[config.mk]
export PLATFORM = sky130hd
export DESIGN_NAME = ram_bus_sequencer
export DESIGN_NICKNAME = d
export VERILOG_FILES = /design/src/rtl/ram_bus_sequencer.sv
export SDC_FILE = /design/constraint.sdc
export NUM_CORES = 1
export LEC_CHECK = 0
export ABC_AREA = 1
export BUFFER_PORTS_ARGS = -buffer_cell sky130_fd_sc_hd__buf_2
export CAP_MARGIN = 20
export CORE_ASPECT_RATIO = 1.2
export CORE_MARGIN = 3
export CORE_UTILIZATION = 47
export CTS_BUF_LIST = sky130_fd_sc_hd__clkbuf_4 sky130_fd_sc_hd__clkbuf_8 sky130_fd_sc_hd__clkbuf_16
export DETAILED_ROUTE_END_ITERATION = 10
export HOLD_SLACK_MARGIN = 0.05
export PLACE_DENSITY = 0.87
export SYNTH_ARGS = -nofsm -noshare
export SYNTH_HDL_FRONTEND = slang
export SYNTH_SLANG_ARGS = --single-unit
[constraint.sdc]
create_clock -name i_clk -period 1.5 [get_ports i_clk]
set_input_delay 0.375 -clock i_clk [delete_from_list [all_inputs] [get_ports i_clk]]
set_output_delay 0.375 -clock i_clk [all_outputs]
set_load 0.02 [all_outputs]
[src/rtl/ram_bus_sequencer.sv]
// Purpose: registered front end for an async 16-bit RAM; single-word read/write requests via valid/ready.
// Latency: read response READ_WAIT edges after acceptance; a write keeps the sequencer busy for WRITE_PULSE+2 cycles.
// Backpressure: o_reqReady is high only in IDLE; there is no request queue and no response backpressure.
// Optional: define RAM_SEQ_WRITE_ACK_EN to return a response pulse carrying the written data when a write completes.
module ram_bus_sequencer #(
  parameter int ADDR_W      = 16,
  parameter int DATA_W      = 16,
  parameter int READ_WAIT   = 2,
  parameter int WRITE_PULSE = 1
) (
  input  logic              i_clk,
  input  logic              i_nrst,
  input  logic              i_reqValid,
  output logic              o_reqReady,
  input  logic              i_reqWrite,
  input  logic [ADDR_W-1:0] i_reqAddr,
  input  logic [DATA_W-1:0] i_reqWdata,
  output logic              o_rspValid,
  output logic [DATA_W-1:0] o_rspData,
  output logic [ADDR_W-1:0] o_ramAddress,
  output logic              o_ramWriteNEn,
  output logic [DATA_W-1:0] o_ramWriteData,
  input  logic [DATA_W-1:0] i_ramReadData,
  output logic              o_ramNoe
);

  // Both counters are 4 bits wide, so only 1..15 can be represented.
  generate
    if (READ_WAIT < 1 || READ_WAIT > 15) begin : g_bad_read_wait
      $error("ram_bus_sequencer: READ_WAIT must be in 1..15");
    end
    if (WRITE_PULSE < 1 || WRITE_PULSE > 15) begin : g_bad_write_pulse
      $error("ram_bus_sequencer: WRITE_PULSE must be in 1..15");
    end
  endgenerate

  localparam logic [3:0] RD_INIT = 4'(READ_WAIT - 1);
  localparam logic [3:0] WR_INIT = 4'(WRITE_PULSE - 1);

  typedef enum logic [2:0] {
    IDLE,
    RD_WAIT,
    WR_SETUP,
    WR_PULSE,
    WR_HOLD
  } state_t;

  state_t            state, state_nxt;
  logic [3:0]        cnt, cnt_nxt;
  logic [ADDR_W-1:0] addr_nxt;
  logic [DATA_W-1:0] wdata_nxt;
  logic              we_n_nxt;
  logic              noe_nxt;
  logic              rsp_vld_nxt;
  logic [DATA_W-1:0] rsp_dat_nxt;

  // Ready comes straight from the state register, so it never depends on the request inputs.
  assign o_reqReady = (state == IDLE);

  // State register plus every RAM pin and response output; reset forces the bus idle at once.
  always_ff @(posedge i_clk or negedge i_nrst) begin
    if (!i_nrst) begin
      state          <= IDLE;
      cnt            <= 4'd0;
      o_ramAddress   <= '0;
      o_ramWriteData <= '0;
      o_ramWriteNEn  <= 1'b1;
      o_ramNoe       <= 1'b1;
      o_rspValid     <= 1'b0;
      o_rspData      <= '0;
    end else begin
      state          <= state_nxt;
      cnt            <= cnt_nxt;
      o_ramAddress   <= addr_nxt;
      o_ramWriteData <= wdata_nxt;
      o_ramWriteNEn  <= we_n_nxt;
      o_ramNoe       <= noe_nxt;
      o_rspValid     <= rsp_vld_nxt;
      o_rspData      <= rsp_dat_nxt;
    end
  end

  // Next state and next pin values. Strobes default to inactive; address, data and response hold.
  always_comb begin
    state_nxt   = state;
    cnt_nxt     = cnt;
    addr_nxt    = o_ramAddress;
    wdata_nxt   = o_ramWriteData;
    we_n_nxt    = 1'b1;
    noe_nxt     = 1'b1;
    rsp_vld_nxt = 1'b0;
    rsp_dat_nxt = o_rspData;
    case (state)
      IDLE: begin
        if (i_reqValid) begin
          addr_nxt = i_reqAddr;
          if (i_reqWrite) begin
            wdata_nxt = i_reqWdata;
            state_nxt = WR_SETUP;
          end else begin
            noe_nxt   = 1'b0;
            cnt_nxt   = RD_INIT;
            state_nxt = RD_WAIT;
          end
        end
      end
      RD_WAIT: begin
        if (cnt != 4'd0) begin
          cnt_nxt = cnt - 4'd1;
          noe_nxt = 1'b0;
        end else begin
          // Sample the RAM on the last edge of the output-enable window.
          rsp_dat_nxt = i_ramReadData;
          rsp_vld_nxt = 1'b1;
          state_nxt   = IDLE;
        end
      end
      WR_SETUP: begin
        // Address and data have now been stable for a full cycle, so the pulse can start.
        we_n_nxt  = 1'b0;
        cnt_nxt   = WR_INIT;
        state_nxt = WR_PULSE;
      end
      WR_PULSE: begin
        if (cnt != 4'd0) begin
          cnt_nxt  = cnt - 4'd1;
          we_n_nxt = 1'b0;
        end else begin
          state_nxt = WR_HOLD;
        end
      end
      WR_HOLD: begin
        state_nxt = IDLE;
`ifdef RAM_SEQ_WRITE_ACK_EN
        rsp_vld_nxt = 1'b1;
        rsp_dat_nxt = o_ramWriteData;
`endif
      end
      default: begin
        state_nxt = IDLE;
      end
    endcase
  end

endmodule

==> impl_metrics.yaml, run 1 <==
timing:
  relSlewSlack: 0.799
  fin_crit_ps: 1460
  tightest_slew_ps: 301
  finalSetupViolCount: 0
  drv_slew: 0
  hold_slack_ps: 245
  fmax_mhz: 686
  fin_skew_ps: 7.63
  rsz0062_at_grt: "yes"
  tns_ps: 0
  min_period_over_period: 0.972
  hold_violations: 0
floorplan:
  dieArea_um2: 6020
  initial_core_util: 0.506
  core_region_area_um2: 4760
  ios: 104
  die-width_um: 71.4
  rows: 27
  die_h_um: 84.4
synth:
  synth_largest_area_cell: "dfrtp_1"
  yosysWarnings: 0
  synth_seq_cells: 58
  ys_top_cells_by_area: "dfrtp_1, nand2_1, nand3_1"
  synth_area_um2: 2410
  synth_seq_area_share: 0.604
  syn-num-nets: 324
  syn_area_per_cell_um2: 8.92
  synth_top_area_frac: 0.582
  syn_inst: 270
  netlist-cell-type-count: 22
clock_network:
  clk_pin_slew_worst_paths_ps: 60
  numCtsBuffers: 9
  cts_sinks: 58
  cts_root_buf: "clkbuf_8"
  cts_tree: "built"
  clockBufferDepth: 2
  clk_latency_ps: 330
  h-tree-depth: 3
placement:
  place_area_um2: 3010
  placed_cells: 430
  port_buffers: 103
  dp_hpwl_mm: 3.95
  gp_congestion: 0.823
critical_path:
  startpoint_type: "flip-flop"
  path_max_fanout: 5
  arrival_ps: 1080
  worstSetupPathType: "flip-flop to output port"
  crit_path_end_kind: "output port"
  critPathRequiredTime_ps: 1120
detailed_routing:
  wl_per_cell_um: 12.5
  vias: 2157
  met1Wirelength_mm: 2.39
  routed-wl-met3_um: 325
  drc: 0
  met2WireLength_mm: 2.90
  dr.pass1.iters: 4
  top_layer_used: "met4"
  ant_nets: 0
  drtIter0Drc: 84
  via_per_inst: 4.73
  wl_mm: 5.71
power_and_ir_drop:
  p_clk_frac: 0.175
  ir_drop_uv: 1360
  comb_power_share: 0.472
  netSwitchingFraction: 0.428
  p_int_mw: 4.40
  power.static_leakage_nw: 1.95
  power.density_nw_per_um2: 2340
  switching_power_mw: 3.30
  power_mw: 7.70
  pwr-share-seq: 0.353
outcome:
  status: "finished clean"
flow_run:
  max_cap_viol_count: 0
layout:
  diodes: 0
  final_area_um2: 3290
  final_cell_mix: "nand2_1, buf_2, dfrtp_1"
  drive_gt1_frac: 0.382
  layout.nets: 447
  final_common_cell: "nand2_1"
  instances_no_fill: 456
  synthToLayoutAreaGrowth_pct: 36.6
global_route:
  grt_pass1_vias: 2148
  antenna_found_initial: 0
  grt_max_degree: 59
  grt_overflow_total: 0
  grt.total_usage: 0.194
  grt_pass1_wl_mm: 9.34
hold_path:
  hold_class: "input pin to flip-flop"
layout make-up:
class / count / area [µm²]
fill: 378 / 1470
sequential: 58 / 1450
multi-input combinational: 189 / 830
timing repair buffer: 121 / 684
clock buffer: 14 / 180
tap: 58 / 72.6
inverter: 14 / 60.1
clock inverter: 2 / 10.0
per-stage QoR:
stage	util	worst slack [ps]
global route	0.691	-6.16
CTS	0.682	12.1
finish	0.691	41.6
floorplan	-	165
detailed placement	0.631	114
global placement	0.631	175
metal layers:
metal / global-route usage / up-vias
met5: 0 / -
met4: 0.0957 / 0
met2: 0.331 / 72
met3: 0.0407 / 7
li1: - / 1080
met1: 0.230 / 998
critical path, cell delays in order (launching register included):
cell     delay (ps)
dfrtp_1         440
inv_2           120
nand2_4          50
inv_2            50
buf_6           100
cells in the mapped netlist, drive strengths merged:
master and n:
buf 8, clkbuf 1, dfrtp 56, dfstp 2, ha 2, inv 14, nand2 151, nand3 24
nor2 7, o211ai 1, o21ai 2, o22ai 1, xnor2 1
worst paths after layout:
path	startpoint	slack, ps	cells past startpoint	endpoint
worst max-delay path	state[1]	40	4	o_reqReady
worst min-delay path	i_ramReadData[12]	240	3	o_rspData[12]
worst max register to register	state[1]	90	7	o_ramAddress[14]
worst min register to register	o_ramAddress[11]	470	2	o_ramAddress[11]
max in group asynchronous	i_nrst	620	3	o_ramWriteNEn
min in group asynchronous	i_nrst	590	3	o_ramWriteData[4]
registers in the layout, indices dropped and copies added (netlist names):
register	count
o_ramWriteNEn	1
o_ramWriteData	16
o_ramNoe	1
o_ramAddress	16
cnt	4
o_rspValid	1
state	3
o_rspData	16
cell families (layout without fill, tap and decap cells):
family,count (synthesis),in the layout,share of synthesized area
simple gates,182,182,0.318
compound gates,4,4,0.00987
fa+ha+maj,2,2,0.0104
buf+inv,23,151,0.0540
flops,58,58,0.604
xor+xnor,1,1,0.00364
power by group through the flow:
stage / registers [mW] / clock network (mW) / logic (mW)
after floorplan: 3.53 / 0 / 1.47
after global placement: 2.72 / 0 / 3.36
after detailed placement: 2.73 / 0 / 3.46
after CTS: 2.71 / 1.38 / 3.59
after global routing: 2.81 / 1.44 / 4.04
final: 2.72 / 1.35 / 3.63
timing repair:
| item | CTS | global route |
|---|---|---|
| endpoints found under the hold margin | 2 | 0 |
| endpoints found under the setup margin | 1 | 22 |
| buffers inserted | 4 | 5 |
| hold buffers | 1 | 0 |
| pin swaps | 2 | 3 |
| resized for setup | 3 | 5 |
Power figures use the tool's default switching activity.
==> run 2, diff against run 1 <==
--- a/config.mk
+++ b/config.mk
@@ -8,7 +8,7 @@
 export ABC_AREA = 1
 export BUFFER_PORTS_ARGS = -buffer_cell sky130_fd_sc_hd__buf_2
 export CAP_MARGIN = 20
-export CORE_ASPECT_RATIO = 1.2
+export CORE_ASPECT_RATIO = 1.25
 export CORE_MARGIN = 3
 export CORE_UTILIZATION = 47
 export CTS_BUF_LIST = sky130_fd_sc_hd__clkbuf_4 sky130_fd_sc_hd__clkbuf_8 sky130_fd_sc_hd__clkbuf_16
==> impl_metrics.yaml, run 2 (synthesized netlist as in run 1, its figures left out) <==
detailed_routing:
  wl_mm: 5.94
  dr.pass1.iters: 4
  drtIter0Drc: 106
  vias: 2254
  ant_nets: 0
  drc: 0
  wl_per_cell_um: 12.9
  via_per_inst: 4.91
critical_path:
  r2r_start: "state[2]"
  cp_cell_sequence: "nor2_4, nand2_4, inv_2, buf_6"
  worstRegToRegCells: 7
  slowest_delay_ps: 410
  path_max_fanout: 2
  arrival_ps: 1110
  critPathRequiredTime_ps: 1120
  worstSetupPathType: "flip-flop to output port"
  path_buf_inv: 2
  critical-path-top-delay-family: "flip-flops"
  startpoint_type: "flip-flop"
  reg2reg_slack_ps: 110
  slowest_stage: "dfrtp_1"
  r2r_end: "o_ramWriteData[15]"
  crit_path_end_kind: "output port"
floorplan:
  dieArea_um2: 6030
  core_region_area_um2: 4830
  initial_core_util: 0.498
  rows: 28
  ios: 104
  die_h_um: 86.0
  die-width_um: 70.0
power_and_ir_drop:
  netSwitchingFraction: 0.430
  power.density_nw_per_um2: 2380
  pwr-share-seq: 0.345
  ir_drop_uv: 1100
  power.static_leakage_nw: 1.95
  comb_power_share: 0.469
  p_int_mw: 4.51
  p_clk_frac: 0.185
  switching_power_mw: 3.41
  power_mw: 7.92
global_route:
  grt_pass1_vias: 2222
  grt.total_usage: 0.207
  grt_pass1_wl_mm: 9.75
  antenna_found_initial: 0
  grt_overflow_total: 0
  grt_max_degree: 27
clock_network:
  clk_pin_slew_worst_paths_ps: 70
  cts_root_buf: "clkbuf_8"
  cts_sinks: 58
  clk_latency_ps: 330
  cts_tree: "built"
  numCtsBuffers: 9
  clockBufferDepth: 2
  h-tree-depth: 3
placement:
  dp_slack_ps: 51.1
  dp_hpwl_mm: 4.24
  placed_cells: 433
  port_buffers: 103
  gp_congestion: 0.852
hold_path:
  hold_class: "input pin to flip-flop"
  whs_path_depth: 3
  hold_end: "o_rspData[6]"
  min_from: "i_ramReadData[6]"
timing:
  rsz0062_at_grt: "yes"
  hold_violations: 0
  hold_slack_ps: 236
  layout_setup_ws_ps: 18.6
  fmax_mhz: 675
  fin_skew_ps: 6.04
  finalSetupViolCount: 0
  drv_slew: 0
  min_period_over_period: 0.988
  tightest_slew_ps: 250
  fin_crit_ps: 1480
  relSlewSlack: 0.832
layout:
  instances_no_fill: 459
  final_cell_mix: "nand2_1, buf_2, dfrtp_1"
  reg.largest.list: "o_ramAddress: 16 flops, o_ramWriteData: 16 flops, o_rspData: 16 flops"
  final_util: 0.690
  diodes: 0
  synthToLayoutAreaGrowth_pct: 38.4
  drive_gt1_frac: 0.391
  layout.nets: 448
  final_common_cell: "nand2_1"
flow_run:
  max_cap_viol_count: 0
outcome:
  status: "finished clean"
run 2: changes by cell type in the layout (fill, tap and decap cells not counted), moves of 2 or more:
cell / delta
nand2_1: -2
clkinvlp_4: +2
nand3_2: +2
nand2_2: +2
run 2: cell type report:
class / instances / area [µm²]
Clock buffer: 12 / 159
Clock inverter: 4 / 50.0
Fill cell: 376 / 1500
Inverter: 14 / 62.6
Multi-Input combinational cell: 190 / 850
Sequential cell: 58 / 1450
Tap cell: 60 / 75.1
Timing Repair Buffer: 121 / 684
run 2: worst reg2reg max path, cell delays in order, from the launching register on:
cell and delay (ps):
dfrtp_1 410, nor2_4 150, nand2_4 70, buf_4 150, nor2_8 200, nand2_4 160
nand2_1 110, nand2_1 50
run 2: what timing repair did:
item                                   CTS  global route
setup endpoints to repair                1            28
pin swaps                                2             3
cloned                                   0             1
buffers inserted                         5             3
resized for setup                        4             8
hold buffers                             1             0
endpoints found under the hold margin    6             0
run 2: metal layers:
layer	global-route usage	vias to the layer above	part of all wire
li1	-	1083	-
met5	0	-	0
met2	0.357	67	0.54
met4	0.122	0	0.024
met3	0.0563	13	0.044
met1	0.230	1091	0.39
run 2: power by group through the flow:
stage | combinational [mW] | sequential (mW) | clock (mW)
after floorplan | 1.47 | 3.53 | 0
after global placement | 3.33 | 2.72 | 0
after detailed placement | 3.44 | 2.75 | 0
after CTS | 3.61 | 2.72 | 1.50
after global routing | 4.09 | 2.83 | 1.57
final | 3.72 | 2.74 | 1.47
run 2: how the worst max path moves through the flow:
stage | startpoint | to | cells past startpoint | slack (ps)
4_1_cts | state[0] | o_reqReady | 4 | 10
3_3_place_gp | cnt[1] | o_rspData[11] | 8 | 110
3_5_place_dp | cnt[1] | o_rspData[14] | 8 | 50
5_1_grt | state[2] | o_reqReady | 4 | -40
2_1_floorplan | cnt[0] | o_rspData[10] | 8 | 160
6_report | state[2] | o_reqReady | 4 | 20
run 2: per-stage QoR:
step | instance area [µm²] | setup TNS [ps]
final | 3330 | 0
after global routing | 3330 | -38.3
after CTS | 3280 | 0
after detailed placement | 3020 | 0
after global placement | 3020 | 0
after floorplan | 2410 | 0
==> run 3, diff against run 2 <==
--- a/config.mk
+++ b/config.mk
@@ -6,15 +6,15 @@
 export NUM_CORES = 1
 export LEC_CHECK = 0
 export ABC_AREA = 1
-export BUFFER_PORTS_ARGS = -buffer_cell sky130_fd_sc_hd__buf_2
 export CAP_MARGIN = 20
 export CORE_ASPECT_RATIO = 1.25
 export CORE_MARGIN = 3
-export CORE_UTILIZATION = 47
+export CORE_UTILIZATION = 50
 export CTS_BUF_LIST = sky130_fd_sc_hd__clkbuf_4 sky130_fd_sc_hd__clkbuf_8 sky130_fd_sc_hd__clkbuf_16
 export DETAILED_ROUTE_END_ITERATION = 10
+export DONT_BUFFER_PORTS = 1
 export HOLD_SLACK_MARGIN = 0.05
-export PLACE_DENSITY = 0.87
+export PLACE_DENSITY = 0.73
 export SYNTH_ARGS = -nofsm -noshare
 export SYNTH_HDL_FRONTEND = slang
 export SYNTH_SLANG_ARGS = --single-unit
==> impl_metrics.yaml, run 3 (synthesized netlist as in run 1, its figures left out) <==
power_and_ir_drop:
  ir_drop_uv: 1300
  power_mw: 6.80
  power.static_leakage_nw: 1.46
  power.density_nw_per_um2: 2560
layout:
  drive_gt1_frac: 0.141
  nFillCells: 411
  seqCellArea_um2: 1450
  synthToLayoutAreaGrowth_pct: 10.4
  diodes: 0
  final_util: 0.588
  reg.largest.list: "o_ramAddress: 16 flops, o_ramWriteData: 16 flops, o_rspData: 16 flops"
  final_common_cell: "nand2_1"
  final_area_um2: 2660
  layout.nets: 333
  final_cell_mix: "nand2_1, dfrtp_1, nand3_1"
  multiInputGateArea_um2: 830
clock_network:
  cts_tree: "built"
  cts_sinks: 58
  clockBufferDepth: 2
  clk_pin_slew_worst_paths_ps: 60
  h-tree-depth: 3
  clk_latency_ps: 320
  cts_root_buf: "clkbuf_8"
  numCtsBuffers: 9
detailed_routing:
  wl_per_cell_um: 14.4
  via_per_inst: 4.91
  vias: 1680
  wl_mm: 4.94
  dr.pass1.iters: 4
  drtIter0Drc: 120
  drc: 0
  ant_nets: 0
global_route:
  grt_max_degree: 59
  antenna_found_initial: 0
  grt.total_usage: 0.184
  grt_pass1_wl_mm: 7.75
  grt_overflow_total: 0
  grt_pass1_vias: 1602
placement:
  dp_hpwl_mm: 3.50
  dp_slack_ps: 10.2
  gp_congestion: 0.784
  place_area_um2: 2440
  port_buffers: 0
critical_path:
  crit_path_end_kind: "output port"
  critPathRequiredTime_ps: 1120
  path_max_fanout: 5
  arrival_ps: 1080
  startpoint_type: "flip-flop"
  worstSetupPathType: "flip-flop to output port"
  cp_cell_sequence: "nor2_4, nand2_4, inv_4"
  slowest_delay_ps: 400
  slowest_stage: "dfrtp_1"
timing:
  layout_setup_ws_ps: 40.6
  drv_slew: 0
  hold_slack_ps: -261
  min_period_over_period: 0.973
  tns_ps: 0
  fin_crit_ps: 1460
  finalSetupViolCount: 0
  rsz0062_at_grt: "yes"
  hold_violations: 58
  tightest_slew_ps: 247
  relSlewSlack: 0.836
  fin_skew_ps: 3.92
  fmax_mhz: 685
floorplan:
  die-width_um: 68.1
  ios: 104
  initial_core_util: 0.532
  dieArea_um2: 5690
  core_region_area_um2: 4530
  rows: 27
  die_h_um: 83.6
hold_path:
  hold_class: "input pin to async pin"
outcome:
  violations: "negative hold slack"
  status: "finished with violations"
flow_run:
  max_cap_viol_count: 0
run 3: metrics by stage:
| step | hold slack, ps | std cells |
|---|---|---|
| finish | -261 | 342 |
| detailed placement | 80.3 | 324 |
| CTS | -276 | 340 |
| global route | -292 | 342 |
| floorplan | 79.4 | 270 |
| global placement | 80.5 | 324 |
run 3: worst paths after layout:
path                                        start                end  slack [ps]  cells past startpoint
worst max-delay path                     state[0]         o_reqReady          40                      3
worst min-delay path                       i_nrst  o_ramWriteData[4]        -260                      0
worst max register to register           state[0]    o_ramAddress[8]         130                      7
worst min register to register             cnt[1]             cnt[1]         550                      2
max in group asynchronous                  i_nrst           o_ramNoe        1570                      0
min in group i_clk              i_ramReadData[14]      o_rspData[14]         160                      2
run 3: layer usage:
metal | GRT usage | wire length, µm
met4 | 0.0958 | 112
met3 | 0.0674 | 346
met5 | 0 | 0
met1 | 0.221 | 2080
met2 | 0.282 | 2400
run 3: report_power, final:
part / switching [mW] / internal (mW) / leakage [nW]
Sequential: 1.35 / 2.32 / 0.718
Combinational: 1.16 / 0.719 / 0.642
Clock: 0.557 / 0.691 / 0.0974
run 3: worst max-delay path, delay by kind of cell, from the launching register on:
family	cells	cell delay (ps)
flops	1	400
simple gates	2	280
buf+inv	1	80
run 3: layout make-up:
| class | count | area share |
|---|---|---|
| multi-input combinational | 189 | 0.312 |
| timing repair buffer | 7 | 0.0259 |
| clock inverter | 3 | 0.00564 |
| clock buffer | 13 | 0.0602 |
| sequential | 58 | 0.547 |
| tap | 58 | 0.0273 |
| inverter | 14 | 0.0226 |
run 3: timing repair:
| item | CTS | global route |
|---|---|---|
| buffers inserted | 0 | 2 |
| gates resized for setup | 3 | 4 |
| endpoints found under the setup margin | 1 | 18 |
| hold endpoints to repair | 58 | 58 |
| pin swaps | 0 | 2 |
